==> config.mk <==
export PLATFORM = sky130hd
export DESIGN_NAME = reset_sequencer_flat
export DESIGN_NICKNAME = d
export VERILOG_FILES = /design/src/rtl/reset_seq_pkg.sv /design/src/rtl/reset_sequencer_if.sv /design/src/rtl/sync_2ff.sv /design/src/rtl/reset_sequencer.sv /design/src/flat_wrapper.sv
export SDC_FILE = /design/constraint.sdc
export NUM_CORES = 1
export LEC_CHECK = 0
export ABC_CLOCK_PERIOD_IN_PS = 2800
export CAP_MARGIN = 10
export CORE_UTILIZATION = 59
export CTS_CLUSTER_SIZE = 24
export DETAILED_ROUTE_END_ITERATION = 10
export GPL_TIMING_DRIVEN = 0
export MAX_ROUTING_LAYER = met4
export PLACE_DENSITY_LB_ADDON = 0.1
export SKIP_CTS_REPAIR_TIMING = 1
export SLEW_MARGIN = 40
export SYNTH_ARGS = -nofsm -noshare
export SYNTH_HDL_FRONTEND = slang
export SYNTH_SLANG_ARGS = --single-unit
==> constraint.sdc <==
create_clock -name clk_usb -period 2.8 [get_ports clk_usb]
set_input_delay 0.56 -clock clk_usb [delete_from_list [all_inputs] [get_ports clk_usb]]
set_output_delay 0.56 -clock clk_usb [all_outputs]
set_load 0.03 [all_outputs]
==> src/rtl/reset_seq_pkg.sv <==
// Shared types and defaults for the USB-domain reset sequencer.
package reset_seq_pkg;

  typedef enum logic [2:0] {
    ST_WAIT_LOCK = 3'd0,
    ST_HOLD      = 3'd1,
    ST_REL_CORE  = 3'd2,
    ST_REL_VIDEO = 3'd3,
    ST_RUN       = 3'd4,
    ST_SOFT      = 3'd5
  } seq_state_e;

  localparam int unsigned DEF_LOCK_FILTER = 8;
  localparam int unsigned DEF_HOLD_CYCLES = 32;
  localparam int unsigned DEF_STAGE_GAP   = 16;

  // One width covers every counter; the filter counter must hold LOCK_FILTER
  // itself, hence the +1.
  function automatic int unsigned cnt_width(input int unsigned a,
                                            input int unsigned b,
                                            input int unsigned c);
    int unsigned m;
    m = a;
    if (b > m) m = b;
    if (c > m) m = c;
    return $clog2(m + 1);
  endfunction

endpackage

==> src/rtl/reset_sequencer_if.sv <==
// Lock, soft-reset handshake and reset/enable outputs of the sequencer.
interface reset_sequencer_if;
  logic       pll_locked;
  logic       soft_req;
  logic       soft_ack;
  logic       reset_core;
  logic       reset_video;
  logic       vga_ce;
  logic       lock_lost;
  logic [2:0] seq_state;

  modport master (
    input  pll_locked, soft_req,
    output soft_ack, reset_core, reset_video, vga_ce, lock_lost, seq_state
  );

  modport slave (
    output pll_locked, soft_req,
    input  soft_ack, reset_core, reset_video, vga_ce, lock_lost, seq_state
  );
endinterface

==> src/rtl/sync_2ff.sv <==
// Generic two-flop synchronizer for asynchronous inputs, cleared by reset.
module sync_2ff #(
  parameter int unsigned WIDTH = 1
) (
  input  logic             clk_i,
  input  logic             rst_n_i,
  input  logic [WIDTH-1:0] d_i,
  output logic [WIDTH-1:0] q_o
);

  logic [WIDTH-1:0] meta_q;
  logic [WIDTH-1:0] sync_q;

  // Two-stage capture of the asynchronous input.
  always_ff @(posedge clk_i) begin
    if (!rst_n_i) begin
      meta_q <= '0;
      sync_q <= '0;
    end else begin
      meta_q <= d_i;
      sync_q <= meta_q;
    end
  end

  assign q_o = sync_q;

endmodule

==> src/rtl/reset_sequencer.sv <==
// Power-up / lock-loss reset sequencer for the USB clock domain.
//
// state     | meaning
// ----------+-------------------------------------------------------
// WAIT_LOCK | all resets held, filtering synchronized PLL lock
// HOLD      | lock accepted, all resets held HOLD_CYCLES
// REL_CORE  | core released, video held STAGE_GAP
// REL_VIDEO | video still held, vga_ce toggling, STAGE_GAP
// RUN       | everything released, soft_req honoured
// SOFT      | one-cycle soft reset, soft_ack pulse, then HOLD
module reset_sequencer
  import reset_seq_pkg::*;
#(
  parameter int unsigned LOCK_FILTER = DEF_LOCK_FILTER,
  parameter int unsigned HOLD_CYCLES = DEF_HOLD_CYCLES,
  parameter int unsigned STAGE_GAP   = DEF_STAGE_GAP
) (
  input  logic               clk_usb,
  input  logic               reset_usb_n,
  reset_sequencer_if.master  bus
);

  localparam int unsigned CW = cnt_width(LOCK_FILTER, HOLD_CYCLES, STAGE_GAP);

  seq_state_e    state_q, state_d;
  logic [CW-1:0] cnt_q, cnt_d;
  logic [CW-1:0] filter_q, filter_d;
  logic          lock_sync;
  logic          reset_core_q, reset_core_d;
  logic          reset_video_q, reset_video_d;
  logic          vga_ce_q, vga_ce_d;
  logic          soft_ack_q, soft_ack_d;
  logic          lock_lost_q, lock_lost_d;

  sync_2ff #(.WIDTH(1)) u_lock_sync (
    .clk_i   (clk_usb),
    .rst_n_i (reset_usb_n),
    .d_i     (bus.pll_locked),
    .q_o     (lock_sync)
  );

  // State, counters and registered outputs.
  always_ff @(posedge clk_usb) begin
    if (!reset_usb_n) begin
      state_q       <= ST_WAIT_LOCK;
      cnt_q         <= '0;
      filter_q      <= '0;
      reset_core_q  <= 1'b1;
      reset_video_q <= 1'b1;
      vga_ce_q      <= 1'b0;
      soft_ack_q    <= 1'b0;
      lock_lost_q   <= 1'b0;
    end else begin
      state_q       <= state_d;
      cnt_q         <= cnt_d;
      filter_q      <= filter_d;
      reset_core_q  <= reset_core_d;
      reset_video_q <= reset_video_d;
      vga_ce_q      <= vga_ce_d;
      soft_ack_q    <= soft_ack_d;
      lock_lost_q   <= lock_lost_d;
    end
  end

  // Next state, counters, and outputs derived from the next state so every
  // output changes on the same edge as seq_state.
  always_comb begin
    state_d       = state_q;
    cnt_d         = cnt_q;
    filter_d      = filter_q;
    lock_lost_d   = lock_lost_q;
    reset_core_d  = 1'b1;
    reset_video_d = 1'b1;
    vga_ce_d      = 1'b0;
    soft_ack_d    = 1'b0;

    case (state_q)
      ST_WAIT_LOCK: begin
        if (!lock_sync) filter_d = '0;
        else if (filter_q == CW'(LOCK_FILTER)) state_d = ST_HOLD;
        else filter_d = filter_q + 1'b1;
      end
      ST_HOLD:      if (cnt_q == CW'(HOLD_CYCLES - 1)) state_d = ST_REL_CORE;
      ST_REL_CORE:  if (cnt_q == CW'(STAGE_GAP - 1))   state_d = ST_REL_VIDEO;
      ST_REL_VIDEO: if (cnt_q == CW'(STAGE_GAP - 1))   state_d = ST_RUN;
      ST_RUN:       if (bus.soft_req)                  state_d = ST_SOFT;
      ST_SOFT:      state_d = ST_HOLD;
      default:      state_d = ST_WAIT_LOCK;
    endcase

    // Lock loss outranks any sequencing decision, including soft_req.
    if (state_q != ST_WAIT_LOCK && !lock_sync) begin
      state_d     = ST_WAIT_LOCK;
      lock_lost_d = 1'b1;
    end

    // RUN and WAIT_LOCK hold the counter so it cannot wrap while idle.
    if (state_d != state_q) begin
      cnt_d    = '0;
      filter_d = '0;
    end else if (state_q inside {ST_HOLD, ST_REL_CORE, ST_REL_VIDEO}) begin
      cnt_d = cnt_q + 1'b1;
    end

    reset_core_d  = !(state_d inside {ST_REL_CORE, ST_REL_VIDEO, ST_RUN});
    reset_video_d = (state_d != ST_RUN);
    soft_ack_d    = (state_d == ST_SOFT);
    // vga_ce starts high on entry to REL_VIDEO and keeps its phase into RUN.
    if (state_d inside {ST_REL_VIDEO, ST_RUN})
      vga_ce_d = (state_q inside {ST_REL_VIDEO, ST_RUN}) ? ~vga_ce_q : 1'b1;
  end

  assign bus.seq_state   = state_q;
  assign bus.reset_core  = reset_core_q;
  assign bus.reset_video = reset_video_q;
  assign bus.vga_ce      = vga_ce_q;
  assign bus.soft_ack    = soft_ack_q;
  assign bus.lock_lost   = lock_lost_q;

endmodule
==> src/flat_wrapper.sv <==
// flat-port wrapper written by rule: the top's interface ports become plain ports
module reset_sequencer_flat import reset_seq_pkg::*;
#(
  parameter int unsigned LOCK_FILTER = DEF_LOCK_FILTER,
  parameter int unsigned HOLD_CYCLES = DEF_HOLD_CYCLES,
  parameter int unsigned STAGE_GAP   = DEF_STAGE_GAP
)
  (clk_usb, reset_usb_n, bus_pll_locked, bus_soft_req, bus_soft_ack, bus_reset_core, bus_reset_video, bus_vga_ce, bus_lock_lost, bus_seq_state);
  reset_sequencer_if bus_i ();
  input  logic clk_usb;
  input  logic reset_usb_n;
  input wire logic [$bits(bus_i.pll_locked)-1:0] bus_pll_locked;
  input wire logic [$bits(bus_i.soft_req)-1:0] bus_soft_req;
  output wire logic [$bits(bus_i.soft_ack)-1:0] bus_soft_ack;
  output wire logic [$bits(bus_i.reset_core)-1:0] bus_reset_core;
  output wire logic [$bits(bus_i.reset_video)-1:0] bus_reset_video;
  output wire logic [$bits(bus_i.vga_ce)-1:0] bus_vga_ce;
  output wire logic [$bits(bus_i.lock_lost)-1:0] bus_lock_lost;
  output wire logic [$bits(bus_i.seq_state)-1:0] bus_seq_state;
  assign bus_i.pll_locked = bus_pll_locked;
  assign bus_i.soft_req = bus_soft_req;
  assign bus_soft_ack = bus_i.soft_ack;
  assign bus_reset_core = bus_i.reset_core;
  assign bus_reset_video = bus_i.reset_video;
  assign bus_vga_ce = bus_i.vga_ce;
  assign bus_lock_lost = bus_i.lock_lost;
  assign bus_seq_state = bus_i.seq_state;
  reset_sequencer #(.LOCK_FILTER(LOCK_FILTER), .HOLD_CYCLES(HOLD_CYCLES), .STAGE_GAP(STAGE_GAP)) u_core (.clk_usb(clk_usb), .reset_usb_n(reset_usb_n), .bus(bus_i));
endmodule
### Word level (Yosys, flattened, before mapping)

Index checks and enable logic that the tools add are counted.

| cells by class | value |
|---|---|
| bitwise gates (word level) | 2 |
| reduce and logical (&&, ||, !) cells | 12 |
| shift operators | 0 |
| equality and inequality tests | 15 |
| divide/modulo/power cells | 0 |
| multiplexer cells | 11 |
| multiply operators | 0 |
| $add $sub $neg | 2 |
| $lt $le $gt $ge | 0 |

Operators by type and width:

| kind | count |
|---|---|
| 2-to-1 mux 3 bit | 7 |
| one-hot mux 3 bit (6 select lines) | 1 |
| adder 6 x 1 -> 6 bit, second input constant | 2 |
| == test 3 x 2 -> 1 bit, second input constant | 4 |
| == test 3 bit, second input constant | 4 |
| == test 6 x 4 -> 1 bit, second input constant | 2 |
| 2-to-1 mux 6 bit | 2 |
| nonzero test 3 bit | 3 |
| == test 6 x 5 -> 1 bit, second input constant | 1 |
| AND reduction 2 bit | 2 |
| nonzero test 2 bit | 2 |
| == test 3 x 1 -> 1 bit, second input constant | 1 |
| logical NOT 3 bit | 1 |
| != test 3 bit | 1 |
| != test 3 bit, second input constant | 1 |
| logical NOT 1 bit | 2 |
| != test 2 bit, second input constant | 1 |
| NOT 1 bit | 2 |
| OR reduction 2 bit | 1 |
| logical AND 1 bit | 1 |
| 2-to-1 mux 1 bit | 1 |

| storage, ports and cells | value |
|---|---|
| flip-flop bits (word level) | 22 |
| bits in latches | 0 |
| logic and storage cells | 52 |
| bits in read-only memories | 0 |
| memories kept | 0 |
| bits in writable memories | 0 |
| output and inout port bits | 8 |
| input bits | 4 |

### Longest topological paths before layout

| depth | value |
|---|---|
| word-level depth | 8 |
| mapped depth | 6 |
| gate-level depth less buffers | 6 |

### Hierarchy

Synthesis repeated with hierarchy kept, for this count alone.

| unflattened totals | value |
|---|---|
| cell total of the unflattened synthesis | 134 |
| area total of the unflattened synthesis | 1098.6 um2 |

By module, submodules not included:

| module | sequential area each (um2) | cells each | times used | area an instance (um2) |
|---|---|---|---|---|
| reset_sequencer | 400.4 | 130 | 1 | 1046.0 |
| sync_2ff | 40.0 | 4 | 1 | 52.6 |

### Worst setup path before layout

OpenSTA, ideal clock, no wires.

| timing path | value |
|---|---|
| kind | register to register |
| start | register u_core.state_q[0] (netlist: u_core.bus.seq_state[0]) |
| end | register u_core.cnt_q[0] |
| arrival time | 1934 ps |
| cell stages (with the launch flop) | 7 |
| slack | 736 ps |
| buffers on the path | 1 |
| required time | 2670 ps |
| path through | dfxtp_1 -> buf_2 -> nor2_1 -> o32a_1 -> a31oi_4 -> mux2i_4 -> nor2_2 |

| between the ends | value |
|---|---|
| word-level cells in the longest chain between the ends | 6 |
| elaborated cells on any way between the ends | 19 |
| those cells by class | eq/ne: 6; mux: 8; reduce/logical: 5 |

Ends and longest elaborated chain:

| what | line | RTL |
|---|---|---|
| from (decl) | reset_sequencer.sv:25 | `seq_state_e state_q, state_d;` |
| from (signal assigned) | reset_sequencer.sv:54 | `state_q <= state_d;` |
| 2-to-1 mux 3 bit | reset_sequencer.sv:80 | `else if (filter_q == CW'(LOCK_FILTER)) state_d = ST_HOLD;` |
| 2-to-1 mux 3 bit | reset_sequencer.sv:79 | `if (!lock_sync) filter_d = '0;` |
| one-hot mux 3 bit (6 select lines) | reset_sequencer.sv:77 | `case (state_q)` |
| 2-to-1 mux 3 bit | reset_sequencer.sv:92 | `if (state_q != ST_WAIT_LOCK && !lock_sync) begin` |
| != test 3 bit | reset_sequencer.sv:98 | `if (state_d != state_q) begin` |
| OR reduction 2 bit (no source line) | -- |  |
| to (signal assigned) | reset_sequencer.sv:55 | `cnt_q <= cnt_d;` |
| to (decl) | reset_sequencer.sv:26 | `logic [CW-1:0] cnt_q, cnt_d;` |

Parallel ways exist; a longest one is shown, timed or not.
A chain may end at the register's enable or synchronous reset.

### Worst setup path in the final report

| timing path | value |
|---|---|
| start | register u_core.state_q[1] (netlist: u_core.bus.seq_state[1]) |
| end | register u_core.cnt_q[4] |

The elaborated chain is that of the path after synthesis.

==> flow_summary.ini <==
[clock_tree]
clkSinkCount = 22
cts_root_buffer = clkbuf_4
cts_tree = done
cts_made_buffers = 3
cts.htree.levels = 1
insertion_delay_ps = 310
cts_max_path_buffers = 2
clk_pin_slew_ps = 120

[global_route]
grt_usage_pct = 23.56
grt_pass1_vias = 825
grt_pass1_wl_um = 3532
grt_max_degree = 14
gr-total-overflow = 0
antenna_found_initial = 0

[run_status]
status = complete, no violations

[setup_path]
cp-start-kind = flip-flop
crit_type = flip-flop to flip-flop
arrival_ps = 2360
critPathMaxFanout = 10
required_ps = 3000
cp-end-kind = flip-flop

[yosys]
ys_seq_elements = 22
synth_nets = 143
synthArstFlopShare_pct = 0
synth.distinct_cells = 46
synth-edff-count = 0
syn-cell-area_mm2 = 0.001217
synth_warnings = 0
ys_seq_area_share_pct = 36.18
syn_inst = 136
synth_area_per_cell_um2 = 8.952
synth_ff_type = dfxtp_1

[final_layout]
seq_area_um2 = 440.4
nets = 158
area_delta_synth_final_pct = 15.31
fin_util_pct = 72.29
multi_input_area_um2 = 721.9
nFillCells = 170
drive_gt1_share_pct = 17.33
diodes = 0

[routing]
via_per_inst = 5.723
first_pass_iters = 4
drc = 0
post_drt_wl_per_cell_um = 13.19
dr.first_iter.drc_count = 16
ant_nets = 0
num_vias = 1013
wl_um = 2335

[sta]
finalHoldViolCount = 0
slew_headroom_pct = 58.57
setup_viol = 0
period_needed_ps = 2163
worst_pin_slew_ps = 618.1
tns_ps = 0
fmax_ghz = 0.4623
rsz0062_at_grt = no
final.setup_skew_ps = 2.607
post-route-period-util_pct = 77.25
slew_violations = 0

[floorplanning]
initial_utilization_pct = 62.69
io_pins = 12
core_area_mm2 = 0.001942
dieArea_mm2 = 0.002249
fp.dieH_um = 47.43
die_width_um = 47.43
rows = 16

[placement]
portBuffers = 10
dpl.hpwl_um = 1665
gp_congestion = 0.8762

[pwr]
p_leak_nw = 0.4905
vdd_drop_max_mv = 0.4032
powerDensity_mw_per_mm2 = 464.1

[hold_path]
hold_path.class = flip-flop to flip-flop

[flow_run]
drv_cap = 0
[per-stage QoR]
stage | power (mW) | hold slack [ps] | area [µm²] | std cells | worst slack, ps
4_1_cts | 0.6591 | 450.4 | 1404 | 177 | 611.3
3_3_place_gp | 0.4149 | 416.7 | 1351 | 173 | 405.9
3_5_place_dp | 0.4163 | 420.9 | 1351 | 173 | 392.5
6_report | 0.6515 | 444.6 | 1404 | 177 | 637.0
2_1_floorplan | 0.3962 | 411.9 | 1217 | 136 | 735.9
5_1_grt | 0.6767 | 477.7 | 1404 | 177 | 445.8
[cells in the mapped netlist (all sizes together) (2+ instances only)]
library cell	instances	area (µm²)
a22oi	2	15.01
a31oi	2	27.53
dfxtp	22	440.4
nand2b	3	18.77
ha	3	37.54
nor4b	3	38.79
clkbuf	3	11.26
nand3	6	30.03
and2	3	18.77
nor2	20	95.09
nand2	8	30.03
o21ai	4	20.01
xnor2	2	17.52
nor3	7	40.04
buf	3	17.52
xor2	5	43.79
inv	7	26.28
and4b	2	20.02
a211oi	3	27.52
nand4	5	37.53
o21a	2	15.01
and3	3	18.77
a21oi	3	22.52
nor2b	2	12.51
[cell families (layout without fill, tap and decap cells)]
logic type                 Yosys count  in the layout  synth area share (%)
AOI/OAI and AO/OA                   23             23                 16.24
and+or+nand+nor                     67             67                 33.09
muxes                                1              1                 1.850
adders and majority gates            3              3                 3.084
DFF                                 22             22                 36.18
xor gates and xnor gates             7              7                 5.036
buffers and inverters               13             27                 4.523
[per-layer routing]
metal  vias to the layer above  wire length, µm  track usage, %
met5                         -                0               -
met4                         0               36           12.00
met3                         5               72           4.906
met2                        19             1087           34.25
met1                       470             1140           30.75
li1                        519                -               -
[sequential cells by signal, indices dropped and copies added (netlist names)]
name,count
u_core.bus.lock_lost,1
u_core.bus.reset_core,1
u_core.bus.reset_video,1
u_core.bus.seq_state,3
u_core.bus.soft_ack,1
u_core.bus.vga_ce,1
u_core.cnt_q,6
u_core.filter_q,6
u_core.u_lock_sync.meta_q,1
u_core.u_lock_sync.q_o,1
[where the power goes]
group	switching, mW	total [mW]	internal, mW	leakage, nW
Sequential	0.00635	0.325	0.319	0.178
Clock	0.0970	0.242	0.145	0.0279
Combinational	0.0526	0.0847	0.0322	0.285
[worst max-delay path, stage by stage (launching register included)]
cell     delay (ps)
dfxtp_1         380
nor3_2          550
nand4_2         210
a31oi_4         300
mux2i_4         530
nor2_2           70
[path summary, 6_finish.rpt]
path	to	startpoint	slack (ps)	cells past startpoint
max	u_core.cnt_q[4]	u_core.bus.seq_state[1]	640	5
min	u_core.u_lock_sync.q_o	u_core.u_lock_sync.meta_q	440	1
max reg2reg	u_core.cnt_q[4]	u_core.bus.seq_state[1]	640	5
min reg2reg	u_core.u_lock_sync.q_o	u_core.u_lock_sync.meta_q	440	1
[cells in the final DEF (no fill, tap or decap), drive strengths merged, types with 2 or more instances in the layout]
master | synthesis | final
inv | 7 | 7
nand4 | 5 | 5
nand2b | 3 | 3
o21ai | 4 | 4
nand2 | 8 | 8
o21a | 2 | 2
xor2 | 5 | 5
a31oi | 2 | 2
a22oi | 2 | 2
and4b | 2 | 2
a21oi | 3 | 3
xnor2 | 2 | 2
and3 | 3 | 3
dfxtp | 22 | 22
clkbuf | 3 | 6
nor4b | 3 | 3
nor3 | 7 | 7
a211oi | 3 | 3
nor2 | 20 | 20
clkdlybuf4s50 | 0 | 10
ha | 3 | 3
buf | 3 | 3
nand3 | 6 | 6
nor2b | 2 | 2
and2 | 3 | 3
[area by class of cell]
cell class,count,share of cell area [%]
multi-input combinational,101,51.43
sequential,22,31.37
timing repair buffer,10,7.130
tap,27,2.406
clock inverter,1,2.139
buffer,6,2.050
inverter,7,1.872
clock buffer,3,1.604
Note: power is estimated with default switching activity, not from simulation.
